## src/rtl/generic_write_pkg.sv

```systemverilog
// Shared types and width helpers for the generic write arbiter and its picker.
package generic_write_pkg;

    typedef enum logic [1:0] {
        IDLE  = 2'd0,
        ISSUE = 2'd1,
        WAIT  = 2'd2,
        DONE  = 2'd3
    } gw_arb_state_t;

    // $clog2 floored at 1 so degenerate parameters never produce zero-width vectors.
    function automatic int gw_width(input int n);
        return (n > 1) ? $clog2(n) : 1;
    endfunction

endpackage

```

## src/rtl/rr_priority_picker.sv

```systemverilog
// Combinational round-robin picker: first set request strictly after `last`, wrapping.
module rr_priority_picker
    import generic_write_pkg::*;
#(
    parameter int N = 2,
    localparam int IW = gw_width(N)
) (
    input  logic [N-1:0]  req,
    input  logic [IW-1:0] last,
    output logic [N-1:0]  onehot,
    output logic [IW-1:0] index,
    output logic          any
);

    logic [IW-1:0] cand;

    always_comb begin
        onehot = '0;
        index  = '0;
        any    = 1'b0;
        cand   = '0;
        // Offsets 1..N put the previous owner last in the search order.
        for (int k = 1; k <= N; k++) begin
            cand = IW'((int'(last) + k) % N);
            if (!any && req[cand]) begin
                any          = 1'b1;
                onehot[cand] = 1'b1;
                index        = cand;
            end
        end
    end

endmodule

```

## src/rtl/generic_write_arbiter.sv

```systemverilog
// Round-robin arbiter sharing one generic write port among NUM_REQ requesters,
// with a per-transaction response timeout and ok/error status on completion.
module generic_write_arbiter
    import generic_write_pkg::*;
#(
    parameter int NUM_REQ = 2,
    parameter int WIDTH   = 8,
    parameter int DEPTH   = 256,
    parameter int TIMEOUT = 16,
    localparam int AW = gw_width(DEPTH),
    localparam int SW = gw_width(WIDTH)
) (
    input  logic                     clock,
    input  logic                     reset,
    input  logic [NUM_REQ-1:0]       req_valid,
    input  logic [NUM_REQ*AW-1:0]    req_address,
    input  logic [NUM_REQ*WIDTH-1:0] req_data,
    input  logic [NUM_REQ*SW-1:0]    req_size,
    output logic [NUM_REQ-1:0]       req_done,
    output logic                     req_ok,
    output logic [NUM_REQ-1:0]       grant,
    output logic                     write_clock,
    output logic [AW-1:0]            write_address,
    output logic                     write_valid,
    output logic [WIDTH-1:0]         write_data,
    output logic [SW-1:0]            write_size,
    input  logic                     write_response
);

    localparam int IW = gw_width(NUM_REQ);
    localparam int CW = gw_width(TIMEOUT);
    localparam logic [CW-1:0] CNT_LAST = CW'(TIMEOUT - 1);

    gw_arb_state_t      state, state_n;
    logic [NUM_REQ-1:0] grant_n, done_n;
    logic               ok_n, valid_n;
    logic [AW-1:0]      address_n;
    logic [WIDTH-1:0]   data_n;
    logic [SW-1:0]      size_n;
    logic [IW-1:0]      last_grant, last_grant_n;
    logic [IW-1:0]      grant_index, grant_index_n;
    logic [CW-1:0]      count, count_n;

    logic [NUM_REQ-1:0] pick_onehot;
    logic [IW-1:0]      pick_index;
    logic               pick_any;

    assign write_clock = clock;

    rr_priority_picker #(.N(NUM_REQ)) picker (
        .req    (req_valid),
        .last   (last_grant),
        .onehot (pick_onehot),
        .index  (pick_index),
        .any    (pick_any)
    );

    always_comb begin
        state_n       = state;
        grant_n       = grant;
        done_n        = '0;
        ok_n          = req_ok;
        valid_n       = 1'b0;
        address_n     = write_address;
        data_n        = write_data;
        size_n        = write_size;
        last_grant_n  = last_grant;
        grant_index_n = grant_index;
        count_n       = count;
        case (state)
            IDLE: begin
                ok_n = 1'b0;
                if (pick_any) begin
                    grant_n       = pick_onehot;
                    grant_index_n = pick_index;
                    address_n     = req_address[pick_index*AW +: AW];
                    data_n        = req_data[pick_index*WIDTH +: WIDTH];
                    size_n        = req_size[pick_index*SW +: SW];
                    valid_n       = 1'b1;
                    state_n       = ISSUE;
                end
            end
            // A response during the strobe cycle is deliberately not sampled.
            ISSUE: state_n = WAIT;
            WAIT: begin
                if (write_response) begin
                    ok_n    = 1'b1;
                    done_n  = grant;
                    state_n = DONE;
                end else if (count == CNT_LAST) begin
                    ok_n    = 1'b0;
                    done_n  = grant;
                    state_n = DONE;
                end else begin
                    count_n = count + 1'b1;
                end
            end
            DONE: begin
                grant_n      = '0;
                ok_n         = 1'b0;
                last_grant_n = grant_index;
                count_n      = '0;
                state_n      = IDLE;
            end
            default: state_n = IDLE;
        endcase
    end

    always_ff @(posedge clock) begin
        if (reset) begin
            state         <= IDLE;
            grant         <= '0;
            req_done      <= '0;
            req_ok        <= 1'b0;
            write_valid   <= 1'b0;
            write_address <= '0;
            write_data    <= '0;
            write_size    <= '0;
            last_grant    <= IW'(NUM_REQ - 1);
            grant_index   <= '0;
            count         <= '0;
        end else begin
            state         <= state_n;
            grant         <= grant_n;
            req_done      <= done_n;
            req_ok        <= ok_n;
            write_valid   <= valid_n;
            write_address <= address_n;
            write_data    <= data_n;
            write_size    <= size_n;
            last_grant    <= last_grant_n;
            grant_index   <= grant_index_n;
            count         <= count_n;
        end
    end

endmodule

```

## config.mk

```make
export PLATFORM = sky130hd
export DESIGN_NAME = generic_write_arbiter
export DESIGN_NICKNAME = d
export VERILOG_FILES = /design/src/rtl/generic_write_pkg.sv /design/src/rtl/rr_priority_picker.sv /design/src/rtl/generic_write_arbiter.sv
export SDC_FILE = /design/constraint.sdc
export NUM_CORES = 1
export LEC_CHECK = 0
export CORE_ASPECT_RATIO = 1.2
export CORE_UTILIZATION = 40
export DETAILED_ROUTE_END_ITERATION = 12
export DONT_BUFFER_PORTS = 1
export PLACE_DENSITY_LB_ADDON = 0.25
export SLEW_MARGIN = 20
export SYNTH_ARGS = -nofsm -noshare
export SYNTH_HDL_FRONTEND = slang
export SYNTH_SLANG_ARGS = --single-unit
```

## constraint.sdc

```tcl
create_clock -name clock -period 2 [get_ports clock]
set_clock_uncertainty 0.15 [all_clocks]
set_input_delay 0.2 -clock clock [delete_from_list [all_inputs] [get_ports clock]]
set_output_delay 0.2 -clock clock [all_outputs]
set_load 0.01 [all_outputs]
```

==> out/results.tsv, run 1 <==
stage	metric	value	unit
synthesis	synth_edf_count	0	
pwr	vdd_ir_drop_max	0.391	mV
timing	hold_viol	0	
setup_path	regToRegSetupSlack	0.24	ns
synthesis	synth_nets	213	
timing	max_clock_freq	567	MHz
layout	final_cell_area	1840	um^2
timing	max_slew_margin	65.0	%
die	start_util	41.8	%
synthesis	synth-xor-area-share	0	%
global_route	grt_max_degree	28	
clocking	htreeDepth	2	
setup_path	startpoint	state[0]	
die	io_pins	69	
timing	finalSetupViolCount	0	
timing	fin_hold_ws	0.0276	ns
drt	drt_iter0_drc	36	
drt	first_pass_iters	4	
drt	drtAntennaViolNets	0	
drt	vias_per_cell	5.58	
synthesis	yosysTopAreaCell	dfxtp_1	
layout	mostFrequentLayoutCell	dfxtp_1	
synthesis	ys.flop_type	dfxtp_1	
clocking	numCtsBuffers	5	
job	drv_cap	0	
place	dp_hpwl	2370	um
drt	drt_wl_total	3500	um
die	fp.dieW	60.3	um
timing	slew_viol_final	0	
synthesis	muxShareOfSynthArea	12.9	%
min_path	min_to	write_size[0]	
setup_path	cp.required	2.02	ns
min_path	hold_depth	2	
global_route	antenna_found_initial	0	
pwr	power	2.35	mW
clocking	cts_tree	done	
timing	rsz0062_at_grt	no	
clocking	root_buffer	clkbuf_8	
pwr	p_per_area	1280	nW/um^2
global_route	grt_overflow	0	
clocking	clk_latency	0.28	ns
synthesis	synth_fa_ha_area_share	3.83	%
layout	layout.nets	221	
timing	tns	0	ns
layout	layout_common_cells	33 x dfxtp_1, 21 x mux2i_1, 19 x nor2_1	
synthesis	synth_compound_area_share	25.1	%
drt	routedWlPerCell	15.4	um
die	die-area	4340	um^2
die	dieHeight	72.0	um
timing	worstMarginPinSlew	0.522	ns
synthesis	synthSimpleGateAreaFrac	11.9	%
global_route	grt_usage	17.3	%
timing	min_period	1.76	ns
setup_path	crit_fanout	16	
synthesis	ys_seq_area_share	40.5	%
place	dp_cells	210	
timing	min_period_over_period	88.2	%
place	gp_congestion	0.792	
layout	drive_gt1_share	16.2	%
pwr	p_leak	0.676	nW
drt	drc	0	
clocking	cts_buffer_depth	2	
setup_path	crit_path_start_kind	flop	
synthesis	syn_area_per_cell	9.90	um^2
synthesis	ys_async_sr_fraction	0	%
layout	finalNonFillerCells	227	
setup_path	rr_startpoint	state[0]	
layout	syn_to_final_growth	12.6	%
global_route	grt_pass1_vias	1286	
synthesis	ys_types	35	
layout	diodes	0	
setup_path	worstPathArrival	1.79	ns
setup_path	critical_path.endpoint_type	flop	
setup_path	reg2regPathDepth	5	
synthesis	ys_warn_count	0	
die	rows	25	
min_path	hold_path.class	primary input to flop	
run_status	status	completed	
synthesis	synth_top_family_by_area	compound AO/OA/AOI/OAI gates	
synthesis	synth_area	1630	um^2
synthesis	netlist_instances	165	
min_path	worstHoldStart	req_size[0]	
global_route	grt_first_pass_wirelength	5510	um
drt	vias	1266	
synthesis	synthTopCellsByArea	dfxtp_1 40%, mux2i_1 13%, a211oi_2 11%, nor2_1 4.4%, ha_1 3.8%	
synthesis	synth_seq_cells	33	
setup_path	r2r_end	count[3]	
place	placed_cell_area	1640	um^2
synthesis	synth_top_cell_area_share	40.5	%
place	port_buffers	0	
clocking	clk_pin_slew_worst_paths	0.06	ns
clocking	cts.sinks	33	
clocking	postCtsSetupRepairBufs	0	
die	core	3910	um^2
setup_path	path_class	flop to flop	
[synthesized netlist by cell type (all sizes together), types with 3 or more instances]
library cell / instances
o21ai: 8
nor3b: 3
nand2: 9
inv: 4
a211oi: 17
mux2i: 21
nor2: 19
dfxtp: 33
ha: 5
nor3: 3
a21oi: 10
buf: 10
[timing repair]
| action | 4_1_cts | 5_1_grt |
|---|---|---|
| hold buffers | 9 | 1 |
| resized for setup | 0 | 0 |
| endpoints found under the hold margin | 30 | 1 |
[layer usage]
layer | global-route usage [%] | part of all wire, % | vias to the layer above
li1 | - | - | 610
met1 | 16.4 | 38 | 596
met2 | 31.7 | 53 | 53
met3 | 6.60 | 7.0 | 7
met4 | 7.75 | 1.7 | 0
met5 | 0 | 0 | -
[kinds of logic (layout without fill, tap and decap cells)]
| logic type | after synthesis | count (layout) |
|---|---|---|
| and+or+nand+nor | 42 | 42 |
| adders and majority gates | 5 | 5 |
| buffers and inverters | 16 | 24 |
| DFF | 33 | 33 |
| AOI/OAI and AO/OA | 48 | 48 |
| muxes | 21 | 21 |
[state kept, by name (all words and copies together) (netlist names)]
register / cells
write_address: 8
write_data: 8
count: 4
write_size: 3
grant: 2
req_done: 2
state: 2
grant_index: 1
last_grant: 1
req_ok: 1
write_valid: 1
[critical path, cell delays in order, from the launching register on]
cell and delay [ns]:
dfxtp_1 0.31, inv_1 0.12, ha_1 0.48, a41o_1 0.24
o21ai_0 0.08, a32o_1 0.27
[through the flow]
stage          setup WS [ns]  utilization (%)
2_1_floorplan          0.494                -
3_3_place_gp           0.340             42.0
3_5_place_dp           0.259             42.0
4_1_cts                0.241             46.8
5_1_grt                0.143             47.0
6_report               0.237             47.0
[area by class of cell]
class	count	area (um^2)
Multi-Input combinational cell	116	877
Sequential cell	33	661
Inverter	4	15.0
Clock buffer	7	86.3
Tap cell	54	67.6
Timing Repair Buffer	13	133
Fill cell	397	2070
[power by group]
| part | switching (mW) | total, mW | leakage (nW) | internal, mW |
|---|---|---|---|---|
| registers | 0.196 | 1.04 | 0.272 | 0.840 |
| clock network | 0.215 | 0.488 | 0.0443 | 0.273 |
| logic | 0.480 | 0.822 | 0.360 | 0.342 |
| total | 0.891 | 2.35 | 0.676 | 1.45 |
[how the worst max path moves through the flow]
stage                     to  depth (start not counted)
global route        count[3]                          5
floorplan           count[3]                          4
CTS                 count[3]                          5
global placement    count[3]                          5
detailed placement  count[3]                          5
finish              count[3]                          5
(Power assumes the default switching activity.)
==> run 2, diff against run 1 <==
==> constraint.sdc (replaced) <==
create_clock -name clock -period 1.66 [get_ports clock]
set_clock_uncertainty 0.15 [all_clocks]
set_input_delay 0.166 -clock clock [delete_from_list [all_inputs] [get_ports clock]]
set_output_delay 0.166 -clock clock [all_outputs]
set_load 0.01 [all_outputs]
==> run 2 against run 1 <==
The run now ends with hold timing left. Power up 27%. Sequential power up 19%. Sequential cell count unchanged. Final cell count up 4.0%. Sequential share of layout area down 2.2 points. Die area unchanged. Worst hold slack worse by 0.035 ns. Routed wire length up 3.7%. Largest power group unchanged.
==> out/results.tsv, run 2 (synthesis gave the netlist of run 1 again) <==
stage	metric	value	unit
timing	min_period_over_period	96.7	%
setup_path	path_class	flop to flop	
layout	drive_gt1_share	19.8	%
global_route	grt_usage	17.8	%
layout	syn_to_final_growth	19.8	%
setup_path	endpoint	count[3]	
die	fp.dieW	60.3	um
layout	final_util	50.0	%
place	dp_hpwl	2490	um
run_status	violations	hold timing	
drt	vias_per_cell	5.55	
min_path	hold_path.class	primary input to flop	
setup_path	r2r_end	count[3]	
setup_path	reg2regPathDepth	4	
setup_path	crit_fanout	5	
setup_path	cp.required	1.69	ns
drt	drc	0	
drt	drt_iter0_drc	27	
timing	slew_viol_final	0	
timing	finalSetupViolCount	0	
drt	vias	1309	
timing	tns	0	ns
clocking	clk_latency	0.28	ns
drt	drt_wl_total	3630	um
clocking	cts.sinks	33	
drt	routedWlPerCell	15.4	um
layout	reg_top3	write_address (8), write_data (8), count (4)	
layout	diodes	0	
layout	layout_common_cells	33 x dfxtp_1, 21 x mux2i_1, 19 x nor2_1	
pwr	power	2.99	mW
timing	hold_viol	1	
global_route	grt_first_pass_wirelength	5710	um
pwr	p_leak	0.731	nW
layout	finalNonFillerCells	236	
pwr	p_per_area	1530	nW/um^2
global_route	grt_pass1_vias	1333	
clocking	numCtsBuffers	5	
timing	worstMarginPinSlew	0.391	ns
pwr	vdd_ir_drop_max	0.494	mV
clocking	clk_pin_slew_worst_paths	0.07	ns
global_route	grt_overflow	0	
setup_path	startpoint	count[0]	
setup_path	crit_path_start_kind	flop	
global_route	grt_max_degree	28	
drt	drtAntennaViolNets	0	
timing	min_period	1.61	ns
timing	fin_hold_ws	-0.00691	ns
drt	first_pass_iters	4	
job	drv_cap	0	
setup_path	worstPathArrival	1.63	ns
die	dieHeight	72.0	um
run_status	status	complete, but fails checks	
die	start_util	41.8	%
setup_path	rr_startpoint	count[0]	
die	die-area	4340	um^2
setup_path	critical_path.endpoint_type	flop	
die	io_pins	69	
place	port_buffers	0	
setup_path	regToRegSetupSlack	0.05	ns
die	rows	25	
clocking	root_buffer	clkbuf_8	
die	core	3910	um^2
clocking	cts_buffer_depth	2	
timing	max_slew_margin	73.9	%
global_route	antenna_found_initial	0	
layout	mostFrequentLayoutCell	dfxtp_1	
clocking	htreeDepth	2	
place	gp_congestion	0.762	
timing	max_clock_freq	623	MHz
clocking	postCtsSetupRepairBufs	0	
timing	rsz0062_at_grt	yes	
place	dp_cells	216	
clocking	cts_tree	done	
layout	layout.nets	229	
run 2: worst min path at each step:
| stage | start | endpoint | slack, ns | depth (start not counted) |
|---|---|---|---|---|
| floorplan | clock | write_clock | 0.11 | 1 |
| global placement | clock | write_clock | 0.02 | 0 |
| detailed placement | clock | write_clock | 0.02 | 0 |
| CTS | req_address[3] | write_address[3] | 0.0004 | 2 |
| global route | reset | count[0] | 0.007 | 2 |
| finish | req_size[0] | write_size[0] | -0.007 | 2 |
run 2: what timing repair did:
| item | in CTS | in global routing |
|---|---|---|
| hold buffers | 12 | 0 |
| endpoints found under the hold margin | 30 | 0 |
| setup endpoints to repair | 0 | 9 |
| resized for setup | 0 | 1 |
run 2: per-stage QoR:
| stage | setup slack [ns] | cell area (um^2) |
|---|---|---|
| after floorplan | 0.154 | 1630 |
| after global placement | 0.0541 | 1740 |
| after detailed placement | 0.0619 | 1740 |
| after CTS | 0.0250 | 1950 |
| after global routing | -0.0253 | 1960 |
| final | 0.0543 | 1960 |
run 2: worst max-delay path, stage by stage (launching register included):
cell and delay [ns]:
dfxtp_1 0.36, ha_1 0.27, a31oi_2 0.33, o21ai_0 0.13, a32o_1 0.26
run 2: power breakdown:
group	internal, mW	total, mW	switching (mW)
Sequential	1.01	1.24	0.232
Combinational	0.559	1.17	0.612
Clock	0.290	0.572	0.282
run 2: cell type report:
cell class                 count  area, um^2
tap                           54        67.6
clock inverter                 2        10.0
inverter                       4        15.0
fill                         378        1950
multi-input combinational    116         883
clock buffer                   6        72.6
timing repair buffer          21         248
sequential                    33         661
run 2: metal layers:
metal | vias up | GRT usage [%] | share of wire (%)
met5 | - | 0 | 0
li1 | 632 | - | -
met4 | 0 | 7.49 | 1.5
met2 | 48 | 34.1 | 54
met3 | 7 | 6.24 | 6.3
met1 | 622 | 16.1 | 38
==> run 3, diff against run 2 <==
--- a/config.mk
+++ b/config.mk
@@ -7,6 +7,8 @@
 export LEC_CHECK = 0
 export CORE_ASPECT_RATIO = 1.2
 export CORE_UTILIZATION = 40
+export CTS_BUF_LIST = sky130_fd_sc_hd__clkbuf_16
+export CTS_CLUSTER_SIZE = 16
 export DETAILED_ROUTE_END_ITERATION = 12
 export DONT_BUFFER_PORTS = 1
 export PLACE_DENSITY_LB_ADDON = 0.25
==> run 3 against run 2 <==
The run now ends clean. Combinational power about the same. Global-route usage up 0.15 points. Clock power up 50%. First-iteration DRC count up 56%. Sequential cell count unchanged. Core utilization up 0.96 points. Via count down 0.69%. Power up 9.6%. Register-to-register slack better by 0.03 ns. Critical path type unchanged.
==> out/results.tsv, run 3 (synthesis gave the netlist of run 1 again) <==
stage	metric	value	unit
timing	slew_viol_final	0	
drt	m1WireLength	1350	um
die	start_util	41.8	%
timing	worstMarginPinSlew	0.390	ns
layout	layout_common_cells	33 x dfxtp_1, 21 x mux2i_1, 19 x nor2_1	
die	dieHeight	72.0	um
layout	diodes	0	
setup_path	path_class	flop to flop	
pwr	power_frac_seq	38.0	%
setup_path	crit_slowest_cell	dfxtp_1	
timing	fin_hold_ws	0.00678	ns
setup_path	cpPeakStageDelay	0.37	ns
pwr	switching_share	35.4	%
layout	drive_gt1_share	20.6	%
drt	drt_wl_total	3560	um
pwr	internal_power	2.12	mW
clocking	numCtsBuffers	5	
timing	min_period_over_period	95.1	%
clocking	root_buffer	clkbuf_16	
pwr	p_per_area	1640	nW/um^2
timing	min_period	1.58	ns
clocking	cts_tree	done	
layout	final_cell_area	1990	um^2
pwr	combPwrFrac	35.7	%
clocking	cts.sinks	33	
global_route	antenna_found_initial	0	
layout	layout.nets	227	
clocking	clk_latency	0.27	ns
timing	max_slew_margin	74.0	%
die	io_pins	69	
global_route	grt_pass1_vias	1324	
layout	final_util	51.0	%
timing	rsz0062_at_grt	yes	
setup_path	worstPathArrival	1.62	ns
drt	drtAntennaViolNets	0	
layout	fillerInstances	367	
drt	routedWlPerCell	15.2	um
job	drv_cap	0	
drt	drc	0	
layout	mostFrequentLayoutCell	dfxtp_1	
global_route	grt_usage	17.9	%
place	port_buffers	0	
layout	reg_top3	write_address (8), write_data (8), count (4)	
setup_path	critical_path.endpoint_type	flop	
drt	dr_wl_met2	1880	um
timing	hold_viol	0	
global_route	grt_max_degree	28	
die	core	3910	um^2
setup_path	cp_num_buf_inv	2	
drt	wl_met3	225	um
pwr	p_clk_share	26.3	%
die	rows	25	
timing	max_clock_freq	633	MHz
setup_path	crit_path_start_kind	flop	
run_status	status	completed	
global_route	grt_first_pass_wirelength	5630	um
clocking	htreeDepth	2	
timing	finalSetupViolCount	0	
drt	top_layer	met4	
die	fp.dieW	60.3	um
place	placed_cell_area	1740	um^2
drt	vias	1300	
global_route	grt_overflow	0	
pwr	p_switching	1.16	mW
place	dp_hpwl	2490	um
setup_path	crit_family	compound AO/OA/AOI/OAI gates	
drt	first_pass_iters	4	
min_path	hold_path.class	primary input to flop	
setup_path	cp.required	1.70	ns
setup_path	critical_path.cell_chain	inv_1 -> ha_1 -> nor3b_1 -> buf_4 -> a21o_1 -> a211oi_1	
die	die-area	4340	um^2
pwr	p_leak	0.753	nW
drt	vias_per_cell	5.56	
layout	syn_to_final_growth	22.1	%
place	gp_congestion	0.762	
clocking	clk_pin_slew_worst_paths	0.05	ns
drt	drt_iter0_drc	42	
clocking	cts_buffer_depth	2	
pwr	vdd_ir_drop_max	0.698	mV
setup_path	crit_fanout	4	
## run 3: power groups by stage
stage	combinational [mW]	clock (mW)	sequential, mW
floorplan	0.871	0.0496	1.22
global placement	1.09	0	1.26
detailed placement	1.14	0	1.26
CTS	1.18	0.887	1.25
global route	1.30	0.925	1.27
finish	1.17	0.860	1.24
## run 3: worst paths after layout
check | from | to | slack [ns] | depth (start not counted)
worst max-delay path | state[1] | state[0] | 0.08 | 6
worst max register to register | state[1] | state[0] | 0.08 | 6
worst min register to register | grant_index | last_grant | 0.33 | 2
worst min-delay path | reset | write_address[5] | 0.007 | 2
## run 3: routing by layer
| metal | GRT usage (%) | up-vias |
|---|---|---|
| li1 | - | 623 |
| met1 | 15.8 | 621 |
| met2 | 32.7 | 45 |
| met3 | 6.95 | 11 |
| met4 | 11.1 | 0 |
| met5 | 0 | - |
## run 3: repair_timing
item / 4_1_cts / 5_1_grt
hold endpoints to repair: 30 / 0
setup endpoints to repair: 0 / 8
hold buffers: 10 / 0
resized for setup: 0 / 2
setup buffers: 0 / 0
## run 3: cell type report
type	instances	area (um^2)	share of cell area (%)
Clock buffer	5	125	6.27
Clock inverter	3	13.8	0.690
Inverter	4	15.0	0.753
Multi-Input combinational cell	116	885	44.4
Sequential cell	33	661	33.1
Tap cell	54	67.6	3.39
Timing Repair Buffer	19	228	11.4
## run 3: through the flow
step	setup TNS, ns	cells	power, mW	setup slack [ns]
floorplan	0	165	2.14	0.154
global route	-0.00976	234	3.50	-0.00976
finish	0	234	3.28	0.0810
global placement	0	216	2.35	0.0541
CTS	0	234	3.31	0.0367
detailed placement	0	216	2.40	0.0619
